$ cat config.mk
export PLATFORM = sky130hd
export DESIGN_NAME = ro_freq_counter_flat
export DESIGN_NICKNAME = d
export VERILOG_FILES = /design/src/rtl/ro_freq_counter_if.sv /design/src/rtl/ro_freq_counter.sv /design/src/flat_wrapper.sv
export SDC_FILE = /design/constraint.sdc
export NUM_CORES = 1
export LEC_CHECK = 0
export CAP_MARGIN = 10
export CORE_MARGIN = 2
export CORE_UTILIZATION = 40
export DETAILED_ROUTE_END_ITERATION = 8
export GPL_TIMING_DRIVEN = 0
export PLACE_DENSITY = 0.66
export SLEW_MARGIN = 5
export SYNTH_ARGS = -nofsm -noshare
export SYNTH_HDL_FRONTEND = slang
export SYNTH_SLANG_ARGS = --single-unit
export TNS_END_PERCENT = 10
$ cat constraint.sdc
create_clock -name clk -period 2.1 [get_ports clk]
set_clock_uncertainty 0.15 [all_clocks]
set_input_delay 0.315 -clock clk [delete_from_list [all_inputs] [get_ports clk]]
set_output_delay 0.315 -clock clk [all_outputs]
set_load 0.02 [all_outputs]
$ cat src/rtl/ro_freq_counter_if.sv
// Control/result bundle between a measurement requester and ro_freq_counter.
// The requester holds the master modport; the counter holds the slave.
interface ro_freq_counter_if #(
  parameter int CNT_WIDTH = 24
);
  logic                 start;
  logic                 stress_req;
  logic                 busy;
  logic                 valid;
  logic                 overflow;
  logic [CNT_WIDTH-1:0] count;

  modport master (
    output start, stress_req,
    input  busy, valid, overflow, count
  );

  modport slave (
    input  start, stress_req,
    output busy, valid, overflow, count
  );
endinterface

$ cat src/rtl/ro_freq_counter.sv
// Ring-oscillator frequency counter: settles the ring, counts synchronized
// rising edges over a fixed gate window, and can park the ring in stress.
module ro_freq_counter #(
  parameter int GATE_CYCLES   = 100000,
  parameter int SETTLE_CYCLES = 16,
  parameter int CNT_WIDTH     = 24
) (
  input  logic               clk,
  input  logic               rst_n,
  ro_freq_counter_if.slave   bus,
  input  logic               ro_in,
  output logic               ro_mode,
  output logic               ro_stress
);

  localparam int SW = $clog2(SETTLE_CYCLES + 1);
  localparam int GW = $clog2(GATE_CYCLES + 1);
  localparam logic [SW-1:0] S_LAST = SW'(SETTLE_CYCLES - 1);
  localparam logic [GW-1:0] G_LAST = GW'(GATE_CYCLES - 1);
  localparam logic [CNT_WIDTH-1:0] C_MAX = '1;

  typedef enum logic [1:0] {
    IDLE, STRESS, SETTLE, MEASURE
  } state_e;

  state_e               state_q, state_d;
  logic [SW-1:0]        settle_q, settle_d;
  logic [GW-1:0]        gate_q, gate_d;
  logic [CNT_WIDTH-1:0] edge_q, edge_d;
  logic                 sat_q, sat_d;
  logic [CNT_WIDTH-1:0] count_q, count_d;
  logic                 ovf_q, ovf_d;
  logic                 valid_q, valid_d;
  logic                 mode_q, mode_d;
  logic                 stress_q, stress_d;
  logic                 busy_q;
  logic                 s1_q, s2_q, s3_q;
  logic                 pulse;
  logic [CNT_WIDTH-1:0] edge_nx;
  logic                 sat_nx;

  assign pulse = s2_q & ~s3_q;

  // Saturating increment; the flag latches any attempt made at the maximum.
  always_comb begin
    edge_nx = edge_q;
    sat_nx  = sat_q;
    if (pulse) begin
      if (edge_q == C_MAX) sat_nx = 1'b1;
      else edge_nx = edge_q + 1'b1;
    end
  end

  always_comb begin
    state_d  = state_q;
    settle_d = settle_q;
    gate_d   = gate_q;
    edge_d   = edge_q;
    sat_d    = sat_q;
    count_d  = count_q;
    ovf_d    = ovf_q;
    valid_d  = 1'b0;
    unique case (state_q)
      IDLE: begin
        if (bus.start) begin
          state_d  = SETTLE;
          settle_d = '0;
          edge_d   = '0;
          sat_d    = 1'b0;
        end else if (bus.stress_req) begin
          state_d = STRESS;
        end
      end
      STRESS: begin
        if (!bus.stress_req) state_d = IDLE;
      end
      SETTLE: begin
        edge_d   = '0;
        sat_d    = 1'b0;
        settle_d = settle_q + 1'b1;
        if (settle_q == S_LAST) begin
          state_d = MEASURE;
          gate_d  = '0;
        end
      end
      MEASURE: begin
        edge_d = edge_nx;
        sat_d  = sat_nx;
        gate_d = gate_q + 1'b1;
        if (gate_q == G_LAST) begin
          state_d = IDLE;
          count_d = edge_nx;
          ovf_d   = sat_nx;
          valid_d = 1'b1;
        end
      end
      default: state_d = IDLE;
    endcase
    mode_d   = (state_d == SETTLE) || (state_d == MEASURE);
    stress_d = (state_d == STRESS);
  end

  always_ff @(posedge clk) begin
    if (!rst_n) begin
      state_q  <= IDLE;
      settle_q <= '0;
      gate_q   <= '0;
      edge_q   <= '0;
      sat_q    <= 1'b0;
      count_q  <= '0;
      ovf_q    <= 1'b0;
      valid_q  <= 1'b0;
      mode_q   <= 1'b0;
      stress_q <= 1'b0;
      busy_q   <= 1'b0;
      s1_q     <= 1'b0;
      s2_q     <= 1'b0;
      s3_q     <= 1'b0;
    end else begin
      state_q  <= state_d;
      settle_q <= settle_d;
      gate_q   <= gate_d;
      edge_q   <= edge_d;
      sat_q    <= sat_d;
      count_q  <= count_d;
      ovf_q    <= ovf_d;
      valid_q  <= valid_d;
      mode_q   <= mode_d;
      stress_q <= stress_d;
      busy_q   <= mode_d;
      s1_q     <= ro_in;
      s2_q     <= s1_q;
      s3_q     <= s2_q;
    end
  end

  assign ro_mode      = mode_q;
  assign ro_stress    = stress_q;
  assign bus.busy     = busy_q;
  assign bus.valid    = valid_q;
  assign bus.count    = count_q;
  assign bus.overflow = ovf_q;

endmodule

$ cat src/flat_wrapper.sv
// flat-port wrapper written by rule: the top's interface ports become plain ports
module ro_freq_counter_flat 
#(
  parameter int GATE_CYCLES   = 100000,
  parameter int SETTLE_CYCLES = 16,
  parameter int CNT_WIDTH     = 24
)
  (clk, rst_n, ro_in, ro_mode, ro_stress, bus_start, bus_stress_req, bus_busy, bus_valid, bus_overflow, bus_count);
  ro_freq_counter_if #(.CNT_WIDTH(CNT_WIDTH)) bus_i ();
  input  logic clk;
  input  logic rst_n;
  input  logic ro_in;
  output logic ro_mode;
  output logic ro_stress;
  input wire logic [$bits(bus_i.start)-1:0] bus_start;
  input wire logic [$bits(bus_i.stress_req)-1:0] bus_stress_req;
  output wire logic [$bits(bus_i.busy)-1:0] bus_busy;
  output wire logic [$bits(bus_i.valid)-1:0] bus_valid;
  output wire logic [$bits(bus_i.overflow)-1:0] bus_overflow;
  output wire logic [$bits(bus_i.count)-1:0] bus_count;
  assign bus_i.start = bus_start;
  assign bus_i.stress_req = bus_stress_req;
  assign bus_busy = bus_i.busy;
  assign bus_valid = bus_i.valid;
  assign bus_overflow = bus_i.overflow;
  assign bus_count = bus_i.count;
  ro_freq_counter #(.GATE_CYCLES(GATE_CYCLES), .SETTLE_CYCLES(SETTLE_CYCLES), .CNT_WIDTH(CNT_WIDTH)) u_core (.clk(clk), .rst_n(rst_n), .bus(bus_i), .ro_in(ro_in), .ro_mode(ro_mode), .ro_stress(ro_stress));
endmodule
* After elaboration in Yosys (flattened, before gate mapping) *
Index checks and enable logic that the tools add are counted.

word-level totals
  word-level logic and storage cells = 58
  register bits after elaboration = 80
  input bits = 5
  output and inout port bits = 29

cells by class
  eq/ne operators = 11
  add/sub/neg operators = 3
  bitwise logic cells = 2
  muxes and demuxes = 19
  reduce and logical (&&, ||, !) cells = 10

operator list
  operator                                               number
  two-way mux 24 bit                                     3
  one-hot mux 24 bit (3 select lines)                    1
  one-hot mux 17 bit (2 select lines)                    1
  adder 24 x 1 -> 24 bit, second input constant          1
  equality test 24 bit, second input constant            1
  adder 17 x 1 -> 17 bit, second input constant          1
  equality test 17 bit, second input constant            1
  two-way mux 17 bit                                     1
  two-way mux 2 bit                                      5
  one-hot mux 5 bit (2 select lines)                     1
  AND reduction 2 bit                                    5
  equality test 2 bit, second input constant             4
  one-hot mux 2 bit (4 select lines)                     1
  adder 5 x 1 -> 5 bit, second input constant            1
  equality test 5 x 4 -> 1 bit, second input constant    1
  two-way mux 5 bit                                      1
  equality test 2 x 1 -> 1 bit, second input constant    2
  two-way mux 1 bit                                      4
  nonzero test 2 bit                                     2
  one-hot mux 1 bit (3 select lines)                     1
  nonzero test 3 bit                                     1
  zero test 2 bit                                        1
  inequality test 2 x 1 -> 1 bit, second input constant  1
  inequality test 2 bit, second input constant           1
  other kinds (3)                                        3

* Depth between registers and ports, before layout *
  depth after elaboration = 5
  gate-level depth with buffers = 8
  mapped depth without buffers = 7

* Least setup slack after synthesis *
Ideal clock, no wire load.

  kind = register -> register
  start = reg u_core.edge_q[0]
  end = reg u_core.edge_q[22]
  stages on the path, launching flop included = 7
  data required time = 1831 ps
  data arrival time = 1865 ps
  buffers on the path = 0
  clock period less this slack = 2134 ps
  setup time = 119 ps
  setup slack = -34 ps
  cell sequence = dfxtp_1 -> ha_1 -> nand4_1 -> or3_1 -> or4_4 -> a21oi_1 -> o21bai_1

on the way
  word-level cells in the longest chain between the ends = 4
  elaborated cells between the ends (all ways) = 5
  those cells by class = 1 x add/sub; 1 x eq/ne; 3 x mux

ends and longest elaborated chain
  item                                                                   RTL line                                      source
  start, declared                                                        ro_freq_counter.sv:29                         logic [CNT_WIDTH-1:0] edge_q, edge_d;
  start signal, assigned                                                 ro_freq_counter.sv:123                        edge_q <= edge_d;
  adder 24 x 1 -> 24 bit / equality test 24 bit (equally long branches)  ro_freq_counter.sv:50, ro_freq_counter.sv:49
  two-way mux 24 bit (*)                                                 ro_freq_counter.sv:49                         if (edge_q == C_MAX) sat_nx = 1'b1;
  two-way mux 24 bit (*)                                                 ro_freq_counter.sv:48                         if (pulse) begin
  one-hot mux 24 bit (3 select lines) (*)                                ro_freq_counter.sv:63                         unique case (state_q)

Mark *: on every way between the ends. The rest lies on a longest branch, timed or not.
A chain may end at the register's enable or synchronous reset.

* Worst setup path after layout *
  start = reg u_core.edge_q[2]
  end = reg u_core.edge_q[23]

Same word-level chain as after synthesis.

==> impl.org <==
** Status
- The flow ran to the end, but the final reports show violations.
- The checks that failed: negative setup slack.

** Route
- In this run, the number of DRC markers left after iteration 0 of detailed routing was about 190.
- Routed WL per cell :: approximately 17 µm
- Before antenna repair, the detailed router went through 5 iterations.
- The routed layout has about 4000 vias.
- For this block, the routed nets add up to 11.4 mm of wire.
- For this run, design rule violations remaining after detail routing come to 0.
- Detail Route Antenna Nets :: 0
- Using the TritonRoute via totals, the vias-per-cell ratio works out to 5.77.

** Final layout
- 0 antenna diodes ended up in the layout.
- Net count reported at finish :: 561
- Fin util :: between 50% and 60%
- Fraction of layout instances using a drive strength above 1 :: 23.3%
- The area growth from synthesis to layout is 31.2%.

** Power
- VDD sags by at most 0.362 mV.
- The analysis attributes to cell leakage a power of 1.89 nW.
- Power density over cell area :: slightly below 600 nW/µm²

** Global routing
- For this run the aggregate overflow at the end of global routing stands at 0.
- The first global-routing pass estimated 17.3 mm of wire.
- The via count of the first global-routing pass is about 3600.
- Number of antenna violations at the first check in global routing :: 0
- Largest net degree at the start of global routing :: 15
- Total track usage :: about 20%

** Hold path
- Worst hold path endpoint :: u_core.s2_q
- The path class of the tightest hold or removal check is flop to flop.
- Min-Delay Path Depth :: 1
- In this run the most critical hold path is launched from u_core.s1_q.

** Place
- During placement, the flow inserted port buffers numbering 33.
- Once detailed placement completed, the half-perimeter wirelength came to 7.52 mm.
- Weighted congestion reported at the end of routability-driven placement :: between 0.9 and 1

** Synthesis
- Number of distinct library cells after synthesis :: between 60 and 70
- Syn. warnings :: 0
- Top FF cell, synth :: sky130_fd_sc_hd__dfxtp_1
- After synthesis, the largest area contributor takes up 39.2% of total cell area.
- Sequential element share of the synthesized area :: between 30% and 40%
- Synthesized area per cell :: 8.50 µm²
- Share of flip-flops with an asynchronous set or reset after synthesis :: 0%
- Cell taking the most area after synthesis :: sky130_fd_sc_hd__dfxtp_1
- In this run, synthesis inferred 0 flip-flops with an integrated enable.
- The cell area that synthesis handed to floorplanning was around 4000 µm².
- Ranked by total cell area, the synthesized netlist is headed by sky130_fd_sc_hd__dfxtp_1 (39%), sky130_fd_sc_hd__o21ai_0 (5.3%), sky130_fd_sc_hd__a21oi_1 (4.3%).
- Synthesis handed over a netlist of 480 instances.
- Number of nets produced by synthesis :: 489
- The synthesized design contains 80 register bits.

** Critical path
- STA classifies the critical path startpoint as a flop.
- STA classifies the critical path endpoint as a flop.
- Slowest-stage cell, CP :: sky130_fd_sc_hd__or4_4
- Slowest cell delay on critical path :: between 500 and 600 ps
- Across all register-to-register paths, the minimum setup slack is -100 ps.
- The number of cells on the worst reg-to-reg path is 8.
- Launch point of the worst path :: u_core.edge_q[2]
- Worst flop-to-flop path endpoint :: u_core.edge_q[23]
- Traced cell by cell, the critical path runs through buf_6 -> nand4_4 -> or4_4 -> buf_6 -> buf_6 -> a211oi_4 -> nand2b_4 -> a31oi_1.
- Data arrival time at the worst-slack endpoint :: about 2300 ps
- Crit-path max FO :: 6
- Start of the worst register-to-register path :: u_core.edge_q[2]
- Most frequent cell on the critical path :: sky130_fd_sc_hd__buf_6
- The critical path is of the flop to flop type.
- Crit path required time :: 2210 ps

** Timing
- The worst path in the final design needs a cycle of between 2000 and 2500 ps, including I/O delays and setup.
- The total count of hold-check failures in the final report is 0.
- For this run, the top clock speed supported by timing is 455 MHz.
- Final-layout worst hold slack :: 291 ps
- Setup slack on the critical path of the routed design comes to -99.2 ps.
- At the pin with the least slew margin, the transition time is 713 ps.
- Final setup violation count :: 8
- Total count of max-transition violations in the final report :: 0
- Post-route fraction of the period consumed by the critical path :: 105%
- Setup repair after global routing could not meet its margin everywhere.
- Slew HR :: 51.9%

** Clock network
- In this run the clock root is driven by a sky130_fd_sc_hd__clkbuf_8.
- For this design, the CTS-stage hold fixing added 0 buffers.
- Total clock sinks :: 80
- Count of H-tree levels built during CTS :: 3
- After clock tree synthesis, the clock-pin slew on the worst setup and hold paths is 90 ps.
- Counting the buffers created by CTS gives 9.
- The clock passes through at most 2 buffers.
- The clock reaches the later pin of the worst-skew pair after 370 ps.
- TritonCTS built the clock tree.

** Floorplan
- I/O pin count :: 34
- Core region area :: 9820 µm²
- The die covers between 10000 and 15000 µm².
- Measured along the x axis, the die boundary spans 105 µm.
- For this configuration, the core starts out at a cell density of 41.6%.
- The floorplan step set the die height to 105 µm.
- After floorplanning, the core was divided into 36 placement rows.

** Run
- Across the run, the number of max-cap violations was 0.
## per-layer routing
metal / track usage, % / vias to the layer above / part of all wire (%)
li1: - / 1937 / -
met1: 23.2 / 1912 / 41
met2: 34.6 / 108 / 51
met3: 4.62 / 22 / 5.2
met4: 6.67 / 0 / 2.0
met5: 0 / - / 0
## cell type report
class,count,area [µm²]
fill,945,4470
multi-input combinational,353,2420
sequential,80,1630
timing repair buffer,64,601
buffer,32,239
tap,133,166
clock buffer,10,138
clock inverter,6,115
inverter,12,45.0
## stage by stage
stage                     total power, mW  instances  instance area (µm²)  TNS (ps)  setup WS [ps]
after global placement               1.70        646                 4580    -11690           -355
after CTS                            3.14        670                 5000      -416          -88.1
final                                3.12        690                 5350      -355          -99.2
after floorplan                      1.65        480                 4080         0           8.48
after detailed placement             1.71        646                 4580    -13190           -372
after global routing                 3.21        690                 5350     -2270           -196
## flip-flops by register name, summed over array words and instances (netlist names)
signal / count
u_core.ro_mode: 1
u_core.s3_q: 1
u_core.bus.overflow: 1
u_core.bus.valid: 1
u_core.settle_q: 5
u_core.bus.count: 24
u_core.s1_q: 1
u_core.gate_q: 17
u_core.sat_q: 1
u_core.state_q: 2
u_core.ro_stress: 1
u_core.edge_q: 24
u_core.s2_q: 1
## how the worst max path moves through the flow
stage | endpoint | slack [ps]
5_1_grt | u_core.edge_q[23] | -200
2_1_floorplan | u_core.edge_q[22] | 8
3_3_place_gp | u_core.edge_q[18] | -360
4_1_cts | u_core.bus.count[21] | -90
3_5_place_dp | u_core.edge_q[18] | -370
6_report | u_core.edge_q[23] | -100
## synthesized netlist by cell type, types with 11 or more instances
cell type / n
sky130_fd_sc_hd__nor2_1: 38
sky130_fd_sc_hd__and2_1: 13
sky130_fd_sc_hd__nand4_1: 14
sky130_fd_sc_hd__a31oi_1: 22
sky130_fd_sc_hd__a21oi_1: 35
sky130_fd_sc_hd__nand2_1: 29
sky130_fd_sc_hd__o21ai_0: 43
sky130_fd_sc_hd__clkbuf_1: 14
sky130_fd_sc_hd__inv_1: 11
sky130_fd_sc_hd__nand3_1: 24
sky130_fd_sc_hd__dfxtp_1: 80
sky130_fd_sc_hd__xnor2_1: 13
## cell usage in the layout (no fill, tap or decap), drive strengths merged, types with 12 or more instances in the layout
master,n
inv,12
a211oi,12
nand2,29
xnor2,13
clkbuf,25
nand4,15
buf,48
clkdlybuf4s50,33
dfxtp,80
a21oi,35
a31oi,22
and2,13
nor2,38
o21ai,43
nand3,24
## critical path: cells and delay by family, from the launching register on
kind / cells / cell delay (ps)
simple gates: 3 / 900
buf+inv: 3 / 390
flops: 1 / 330
compound gates: 2 / 320
## report_power, final
part	internal, mW	total [mW]	leakage, nW	switching (mW)
registers	1.53	1.54	0.654	0.0162
logic	0.0434	0.133	1.11	0.0894
clock network	0.828	1.45	0.123	0.617
## logic make-up (layout without fill, tap and decap cells)
family | count (synthesis) | after routing | synth area share [%]
buf+inv | 47 | 124 | 6.25
compound gates | 152 | 152 | 24.2
mux | 5 | 5 | 1.32
flops | 80 | 80 | 39.2
fa+ha+maj | 4 | 4 | 1.23
simple gates | 173 | 173 | 23.7
xor+xnor | 19 | 19 | 4.08
## timing repair
item | CTS | global route
buffers inserted | 9 | 21
pin swaps | 9 | 20
setup endpoints to repair | 57 | 54
gates resized for setup | 31 | 49
gates cloned | 0 | 1
Power figures use the tool's default switching activity.
